File: config.mk
export PLATFORM = sky130hd
export DESIGN_NAME = uart_xmit
export DESIGN_NICKNAME = d
export VERILOG_FILES = /design/src/rtl/uart_xmit.sv
export SDC_FILE = /design/constraint.sdc
export NUM_CORES = 1
export LEC_CHECK = 0
export CORE_ASPECT_RATIO = 1.5
export CORE_MARGIN = 2
export CORE_UTILIZATION = 49
export DETAILED_ROUTE_END_ITERATION = 16
export GPL_TIMING_DRIVEN = 1
export HOLD_SLACK_MARGIN = 0.05
export MAX_ROUTING_LAYER = met4
export PLACE_DENSITY_LB_ADDON = 0.2
export SLEW_MARGIN = 20
export SYNTH_ARGS = -nofsm -noshare
export SYNTH_HDL_FRONTEND = slang
export SYNTH_SLANG_ARGS = --single-unit
File: constraint.sdc
create_clock -name clk -period 2.5 [get_ports clk]
set_clock_uncertainty 0.05 [all_clocks]
set_input_delay 0.25 -clock clk [delete_from_list [all_inputs] [get_ports clk]]
set_output_delay 0.25 -clock clk [all_outputs]
set_load 0.02 [all_outputs]
File: src/rtl/uart_xmit.sv
// uart_xmit: UART serialiser. Start, 8 data LSB first, optional parity, 1-2 stop.
// Ports: clk, rst, start_xmit, xmit_data[7:0] in; sout, xmitting, done_xmitting out.
module uart_xmit #(
  parameter int BAUD_DIV   = 16,
  parameter int PARITY_EN  = 0,
  parameter int PARITY_ODD = 0,
  parameter int STOP_BITS  = 1
) (
  input  logic       clk,
  input  logic       rst,
  input  logic       start_xmit,
  input  logic [7:0] xmit_data,
  output logic       sout,
  output logic       xmitting,
  output logic       done_xmitting
);

  localparam int TW = $clog2(BAUD_DIV);

  localparam logic [2:0] S_IDLE   = 3'd0;
  localparam logic [2:0] S_START  = 3'd1;
  localparam logic [2:0] S_DATA   = 3'd2;
  localparam logic [2:0] S_PARITY = 3'd3;
  localparam logic [2:0] S_STOP   = 3'd4;

  logic [2:0]    state;
  logic [TW-1:0] timer;
  logic [2:0]    bit_idx;
  logic          stop_idx;
  logic [7:0]    shift;
  logic          par;
  logic          bit_end;
  logic          last_stop;

  assign bit_end   = (timer == TW'(BAUD_DIV - 1));
  assign last_stop = (STOP_BITS == 1) || stop_idx;

  always_ff @(posedge clk or posedge rst) begin
    if (rst) begin
      state         <= S_IDLE;
      timer         <= '0;
      bit_idx       <= '0;
      stop_idx      <= 1'b0;
      shift         <= '0;
      par           <= 1'b0;
      sout          <= 1'b1;
      xmitting      <= 1'b0;
      done_xmitting <= 1'b0;
    end else begin
      done_xmitting <= 1'b0;
      if (state != S_IDLE)
        timer <= bit_end ? '0 : timer + 1'b1;
      case (state)
        S_IDLE: begin
          if (start_xmit) begin
            state    <= S_START;
            timer    <= '0;
            shift    <= xmit_data;
            // parity fixed at capture, so later data changes cannot leak in
            par      <= (^xmit_data) ^ (PARITY_ODD != 0);
            sout     <= 1'b0;
            xmitting <= 1'b1;
          end
        end
        S_START: begin
          if (bit_end) begin
            state   <= S_DATA;
            bit_idx <= '0;
            sout    <= shift[0];
          end
        end
        S_DATA: begin
          if (bit_end) begin
            shift <= shift >> 1;
            if (bit_idx == 3'd7) begin
              stop_idx <= 1'b0;
              if (PARITY_EN != 0) begin
                state <= S_PARITY;
                sout  <= par;
              end else begin
                state <= S_STOP;
                sout  <= 1'b1;
              end
            end else begin
              bit_idx <= bit_idx + 3'd1;
              sout    <= shift[1];
            end
          end
        end
        S_PARITY: begin
          if (bit_end) begin
            state    <= S_STOP;
            stop_idx <= 1'b0;
            sout     <= 1'b1;
          end
        end
        S_STOP: begin
          if (bit_end) begin
            if (last_stop) begin
              state         <= S_IDLE;
              xmitting      <= 1'b0;
              done_xmitting <= 1'b1;
              sout          <= 1'b1;
            end else begin
              stop_idx <= 1'b1;
            end
          end
        end
        default: begin
          state    <= S_IDLE;
          sout     <= 1'b1;
          xmitting <= 1'b0;
        end
      endcase
    end
  end

endmodule

# After elaboration in Yosys (flattened, before gate mapping)
# Index checks and enable logic that the tools add are counted.
[word_totals]
regBits = 21
latch_bits = 0
ramBits = 0
rom_bits = 0
inputBits = 11
out_inout_bits = 3
n_memories = 0
[op_classes]
n_addsub = 2
multipliers = 0
n_div = 0
magnitude_cmp = 0
eq_ne = 14
shift = 0
mux = 28
n_bitwise = 1
n_reduce_logical = 11
[op_table]
columns = ["op", "n"]
rows = [
  ["3-bit 2-to-1 mux", 8],
  ["4-bit 2-to-1 mux", 4],
  ["8-bit 2-to-1 mux", 2],
  ["8-bit one-hot mux with 2 select lines", 1],
  ["3-bit one-hot mux with 5 select lines", 1],
  ["2-bit != test, second input constant", 7],
  ["1-bit 2-to-1 mux", 9],
  ["4-bit AND reduction", 2],
  ["3-bit by 2-bit equality test with 1-bit output, second input constant", 2],
  ["3-bit equality test, second input constant", 2],
  ["3-bit one-hot mux with 2 select lines", 1],
  ["3-bit AND reduction", 2],
  ["6-bit AND reduction", 1],
  ["4-bit by 1-bit adder with 4-bit output, second input constant", 1],
  ["4-bit equality test, second input constant", 1],
  ["1-bit one-hot mux with 4 select lines", 1],
  ["2-bit nonzero test", 2],
  ["3-bit by 1-bit adder with 3-bit output, second input constant", 1],
  ["3-bit by 1-bit equality test with 1-bit output, second input constant", 1],
  ["3-bit zero test", 1],
  ["1-bit one-hot mux with 3 select lines", 1],
  ["3-bit nonzero test", 1],
  ["3-bit OR reduction", 1],
  ["2-bit by 1-bit != test with 1-bit output, second input constant", 1],
  ["other kinds (2)", 2],
]

# Logic depth before layout (Yosys ltp)
# Gate-level depths: netlist of run 1.
[logic_depth]
ltp_word = 5
mapped_depth = 5
mapped_depth_nobuf = 5

# Worst setup path after synthesis of run 1
# OpenSTA, ideal clock, no wires.
[synth_timing]
path_kind = "reg-to-reg"
from = "reg bit_idx[0]"
to = "reg sout"
setup_ns = 0.079
arrival_ns = 1.495
path_slack_ns = 0.876
stages_incl_launch_ff = 6
period_less_slack_ns = 1.624
cell_sequence = "dfrtp_1 ha_1 ha_1 or3_1 a221o_1 o211a_1"
[synth_between]
elab_chain_cells = 4
[synth_rtl]
columns = ["element", "line", "source"]
rows = [
  ["start, declared", "28", "logic [2:0] bit_idx;"],
  ["start signal, assigned", "85", "bit_idx <= bit_idx + 3'd1;"],
  ["3-bit equality test", "75", "if (bit_idx == 3'd7) begin"],
  ["1-bit 2-to-1 mux", "75", ""],
  ["1-bit 2-to-1 mux", "73", "if (bit_end) begin"],
  ["1-bit one-hot mux with 4 select lines", "53", "case (state)"],
  ["end signal, assigned", "69", "sout <= shift[0];"],
  ["end signal, assigned", "79", "sout <= par;"],
  ["end signal, assigned", "86", "sout <= shift[1];"],
  ["end, declared", "13", "output logic sout,"],
]
# Every way passes these cells. The select of a mux whose other input is x is not followed.
# A chain may end at the register's enable or synchronous reset.

# Worst setup path in the final report of run 1
[layout_timing]
from = "reg timer[0]"
to = "reg shift[0]"
[layout_between]
elab_chain_cells = 3
[layout_rtl]
columns = ["element", "line", "source"]
rows = [
  ["start, declared", "27", "logic [TW-1:0] timer;"],
  ["start signal, assigned", "52", "timer <= bit_end ? '0 : timer + 1'b1;"],
  ["4-bit equality test", "35", "assign bit_end = (timer == TW'(BAUD_DIV - 1));"],
  ["2-bit != test (no source line)", "-", ""],
  ["3-bit AND reduction (no source line)", "-", ""],
  ["end signal, assigned", "58", "shift <= xmit_data;"],
  ["end signal, assigned", "74", "shift <= shift >> 1;"],
  ["end, declared", "30", "logic [7:0] shift;"],
]
# Every way passes these cells.

==> results of run 1 <==
kinds of logic after synthesis:
group / Yosys count / share of synthesized area [%]
adders and majority gates: 3 / 3.32
AOI/OAI and AO/OA: 33 / 24.8
DFF: 21 / 46.6
and+or+nand+nor: 36 / 19.8
buffers and inverters: 13 / 5.53
through the flow:
step | area [sq um] | util (%)
after floorplan | 1130 | -
after global placement | 1260 | 57.0
after detailed placement | 1260 | 57.0
after CTS | 1280 | 58.2
after global routing | 1280 | 58.2
final | 1280 | 58.2
routing by layer:
layer	wire (microns)	part of all wire (%)	vias to the layer above
met2	1230	56	14
met4	44	2.0	0
met5	0	0	-
met3	47	2.1	5
met1	878	40	454
li1	-	-	420
area by class of cell:
cell class,instances,area share (%)
tap,23,2.24
clock buffer,4,2.05
sequential,21,41.0
timing repair buffer,14,10.7
multi-input combinational,72,42.2
inverter,6,1.75
final timing paths:
check / to / startpoint
max: shift[0] / timer[0]
min: shift[7] / rst
max reg2reg: shift[0] / timer[0]
min reg2reg: xmitting / xmitting
max in group asynchronous: timer[1] / rst
min in group clk: xmitting / xmitting
report_power, final:
part           internal (mW)  leakage (nW)  switching (mW)  total (mW)
Combinational         0.0184         0.294          0.0101      0.0285
Sequential             0.341         0.270         0.00109       0.343
Clock                 0.0623        0.0150           0.104       0.167
cells in the mapped netlist (all sizes together):
cell type / instances / share of area (%)
or3b: 1 / 0.77
a22oi: 1 / 0.66
nand2b: 11 / 6.1
nor3: 3 / 1.8
a211o: 2 / 1.5
nand2: 3 / 1.0
a211oi: 4 / 2.7
o2111ai: 2 / 1.5
nand4b: 1 / 1.3
nor3b: 1 / 0.66
clkbuf: 1 / 0.33
nor2: 3 / 1.0
nor2b: 1 / 0.55
inv: 6 / 2.0
a21oi: 1 / 0.44
o221a: 7 / 7.0
and2b: 1 / 0.66
o21ai: 4 / 1.8
ha: 3 / 3.3
buf: 6 / 3.2
o31ai: 2 / 1.3
a221o: 3 / 2.7
o21bai: 2 / 1.7
nand3b: 1 / 0.66
dfrtp: 20 / 44
and3: 2 / 1.1
nor4b: 1 / 0.77
nand3: 4 / 1.8
nor4: 2 / 1.1
o211a: 1 / 0.88
or3: 1 / 0.55
dfstp: 1 / 2.3
a21o: 4 / 2.7
sequential cells by signal (all words and copies together) (netlist names):
| name | count |
|---|---|
| bit_idx | 3 |
| done_xmitting | 1 |
| shift | 8 |
| sout | 1 |
| state | 3 |
| timer | 4 |
| xmitting | 1 |
critical path: stages (launching register included):
cell	delay (ps)
dfrtp_1	430
ha_1	360
nand4b_2	270
nand2b_1	330
o221a_2	320
==> results.py, run 1 <==
metrics = {
    "status": {
        "status": "completed",
    },
    "clock_network": {
        "cts_tree": "built",
        "clockBufferDepth": 2,
        "numCtsBuffers": 3,
        "cts_num_sinks": 21,
        "cts_resized": 0,
        "cts_post_setup_buffers_inserted": 0,
        "hold_buffers": 0,
        "htreeDepth": 1,
        "clock_latency_ps": 310,
        "clkTransAtPathRegs_ps": 120,
        "root_buffer": "clkbuf_4",
    },
    "timing": {
        "tightest_slew_ps": 791,
        "period_share_pct": 74.7,
        "final.setup.worst_slack_ps": 632,
        "setup_tns_ps": 0,
        "period_needed_ps": 1870,
        "hold_ws_ps": 330,
        "maxSlewViolCount": 0,
        "hold_viol": 0,
        "slew_headroom_pct": 47.2,
        "final-setup-viol-count": 0,
        "rsz0062_at_grt": "false",
        "clock.fmax_mhz": 535,
    },
    "detailed_routing": {
        "first_pass_iters": 4,
        "vias": 893,
        "drcViolationCount": 0,
        "drt-initial-drc-count": 29,
        "avgRoutedWirePerCell_microns": 15.7,
        "routed_wl_microns": 2200,
        "via_per_inst": 6.38,
        "postRouteAntennaNets": 0,
    },
    "finish": {
        "fin_nets": 132,
        "register_area_sq_um": 527,
        "final_common_cell": "dfrtp_1",
        "stdcell_count": 140,
        "fillers": 206,
        "layout-drive-gt1-share_pct": 12.8,
        "syn_to_final_growth_pct": 13.5,
        "multi_input_area_sq_um": 542,
        "final_cell_mix": "dfrtp_1 (20), clkdlybuf4s50_1 (13), nand2b_1 (11), o221a_2 (7), inv_1 (6)",
        "antennaDiodeCount": 0,
    },
    "worst_setup_path": {
        "crit_required_ps": 2650,
        "end_kind": "register",
        "startpoint_type": "register",
        "critPathArrivalTime_ps": 2020,
        "critPathMaxFanout": 8,
        "rr_worst_depth": 4,
        "ff2ff_setup_slack_ps": 630,
        "path_class": "reg -> reg",
    },
    "pwr": {
        "vdd_ir_drop_max_uv": 267,
        "powerDensity_mw_per_mm2": 419,
        "leakage_nw": 0.578,
        "power_mw": 0.538,
    },
    "die": {
        "die_y_microns": 62.8,
        "num_rows": 21,
        "die_w_microns": 43.2,
        "ioPinCount": 14,
        "die-area_sq_mm": 0.00272,
        "core-area_sq_mm": 0.00221,
        "initial_core_util_pct": 51.2,
    },
    "global_routing": {
        "grt_pass1_vias": 917,
        "antenna_found_initial": 0,
        "use_met1_pct": 20.3,
        "grt_usage_pct": 18.5,
        "grt_start_max_net_pins": 22,
        "top_usage_layer": "met2",
        "overflow": 0,
        "grt_pass1_wl_microns": 3860,
        "grtUsageMet3_pct": 1.73,
        "use_met2_pct": 32.8,
    },
    "logic_synthesis": {
        "synth-seq-cells": 21,
        "yosysWarnings": 0,
        "yosysSeqAreaShare_pct": 46.6,
        "syn-cell-area_sq_mm": 0.00113,
        "synth_nets": 120,
        "yosysUniqueCellTypes": 36,
        "postSynthCellCount": 106,
        "synth.avg_cell_area_sq_um": 10.7,
    },
    "hold_path": {
        "hold_class": "in -> async",
    },
    "placement": {
        "dp_hpwl_microns": 1630,
        "dp.cells": 136,
        "portBuffers": 13,
        "dp_slack_ps": 671,
        "place_congestion": 0.810,
    },
    "run": {
        "maxCapViolCount": 0,
    },
}
No activity file was read; power rests on OpenSTA's default activity.
==> run 2, diff against run 1 <==
Settings changed: CORE_UTILIZATION 49 to 48.
Clock period 2.5 ns to 1.6 ns, I/O delays scaled along.
==> results.py, run 2 (same netlist as run 1, synthesis figures left out) <==
metrics = {
    "clock_network": {
        "numCtsBuffers": 3,
        "clockBufferDepth": 2,
        "root_buffer": "clkbuf_4",
        "cts_num_sinks": 21,
        "clock_latency_ps": 300,
        "htreeDepth": 1,
        "clkTransAtPathRegs_ps": 110,
        "cts_tree": "built",
    },
    "pwr": {
        "powerDensity_mw_per_mm2": 567,
        "switching_power_mw": 0.169,
        "vdd_ir_drop_max_uv": 574,
        "p_clk_share_pct": 29.9,
        "internal-power_mw": 0.661,
        "power_mw": 0.830,
        "leakage_nw": 0.686,
        "seq_power_share_pct": 64.5,
        "combinationalPowerShare_pct": 5.7,
        "p_sw_share_pct": 20.4,
    },
    "finish": {
        "multi_input_area_sq_um": 564,
        "antennaDiodeCount": 0,
        "largest_reg_flops": 8,
        "fin_nets": 153,
        "stdcell_count": 161,
        "fillers": 182,
        "utilization_pct": 65.5,
        "regMostFlops": "shift",
        "syn_to_final_growth_pct": 29.3,
        "stdcell_area_sq_mm": 0.00146,
        "layout-drive-gt1-share_pct": 28.3,
        "register_area_sq_um": 527,
        "final_common_cell": "buf_4",
        "final_cell_mix": "buf_4 (22), dfrtp_1 (20), clkdlybuf4s50_1 (12), nand2b_1 (10), o221a_2 (7)",
        "reg_top3": "shift (8), timer (4)",
    },
    "worst_setup_path": {
        "slowest_stage": "dfrtp_1",
        "crit_buf_inv": 0,
        "ff2ff_setup_slack_ps": -3,
        "crit_required_ps": 1790,
        "end_kind": "register",
        "slowest_delay_ps": 400,
        "critPathArrivalTime_ps": 1790,
        "critical_path.top_delay_family": "compound AO/OA/AOI/OAI gates",
        "path_class": "reg -> reg",
        "critPathMaxFanout": 2,
        "startpoint_type": "register",
        "path_cells": "ha_2 -> ha_4 -> or3_1 -> a221o_1 -> o211a_1",
    },
    "global_routing": {
        "grt_start_max_net_pins": 22,
        "overflow": 0,
        "grt_pass1_wl_microns": 4000,
        "grt_usage_pct": 19.5,
        "grt_pass1_vias": 917,
        "antenna_found_initial": 0,
    },
    "status": {
        "status": "finished, violations left",
        "violations": "setup timing",
    },
    "detailed_routing": {
        "first_pass_iters": 4,
        "vias": 928,
        "drcViolationCount": 0,
        "postRouteAntennaNets": 0,
        "routed_wl_microns": 2340,
        "via_per_inst": 5.76,
        "drt-initial-drc-count": 17,
        "avgRoutedWirePerCell_microns": 14.5,
    },
    "timing": {
        "period_needed_ps": 1600,
        "hold_ws_ps": 125,
        "setup_tns_ps": -2.73,
        "clock.fmax_mhz": 624,
        "slew_headroom_pct": 77.2,
        "maxSlewViolCount": 0,
        "final.setup.worst_slack_ps": -2.73,
        "rsz0062_at_grt": "true",
        "tightest_slew_ps": 338,
        "hold_viol": 0,
        "final-setup-viol-count": 1,
        "period_share_pct": 100,
    },
    "placement": {
        "dp_hpwl_microns": 1850,
        "dp_slack_ps": -76.3,
        "dp.cells": 156,
        "placed_area_sq_mm": 0.00141,
        "place_congestion": 0.817,
        "portBuffers": 13,
    },
    "die": {
        "ioPinCount": 14,
        "die_w_microns": 43.6,
        "die-area_sq_mm": 0.00277,
        "num_rows": 21,
        "core-area_sq_mm": 0.00223,
        "initial_core_util_pct": 50.6,
        "die_y_microns": 63.5,
    },
    "run": {
        "maxCapViolCount": 0,
    },
    "hold_path": {
        "hold_class": "in -> async",
    },
}
[run 2: cell types whose count changed in the layout (fill, tap and decap cells not counted), sizes merged]
cell	delta
clkdlybuf4s50	-1
dlygate4sd2	+1
buf	+21
[run 2: power groups by stage]
stage          clock (mW)  combinational (mW)  sequential (mW)
4_1_cts             0.263              0.0478            0.535
6_report            0.248              0.0470            0.535
3_5_place_dp            0              0.0476            0.545
5_1_grt             0.288              0.0519            0.536
2_1_floorplan           0              0.0141            0.547
3_3_place_gp            0              0.0472            0.545
[run 2: timing repair]
item | CTS | global route
setup endpoints to repair | 2 | 11
pin swaps | 0 | 0
resized for setup | 3 | 1
buffers inserted | 1 | 0
hold buffers | 0 | 0
[run 2: metal layers]
metal | global-route usage, % | part of all wire, %
met5 | - | 0
met2 | 33.3 | 54
met4 | 7.95 | 0.94
met1 | 22.2 | 42
met3 | 2.58 | 3.0
[run 2: final cells by class]
class                           count  share of cell area (%)
Sequential cell                    21                    36.0
Tap cell                           23                    1.97
Clock buffer                        4                    1.80
Multi-Input combinational cell     72                    38.6
Timing Repair Buffer               35                    20.1
Inverter                            6                    1.54
[run 2: path summary, 6_finish.rpt]
check	endpoint	cells after the start	startpoint
max	sout	5	bit_idx[0]
min in group clk	shift[7]	3	xmit_data[7]
max in group asynchronous	sout	3	rst
max reg2reg	sout	5	bit_idx[0]
min reg2reg	xmitting	1	xmitting
min	shift[7]	3	rst
[run 2: worst min-delay path, stage by stage]
cell	delay, ps
clkdlybuf4s50_1	390
inv_1	50
buf_4	270
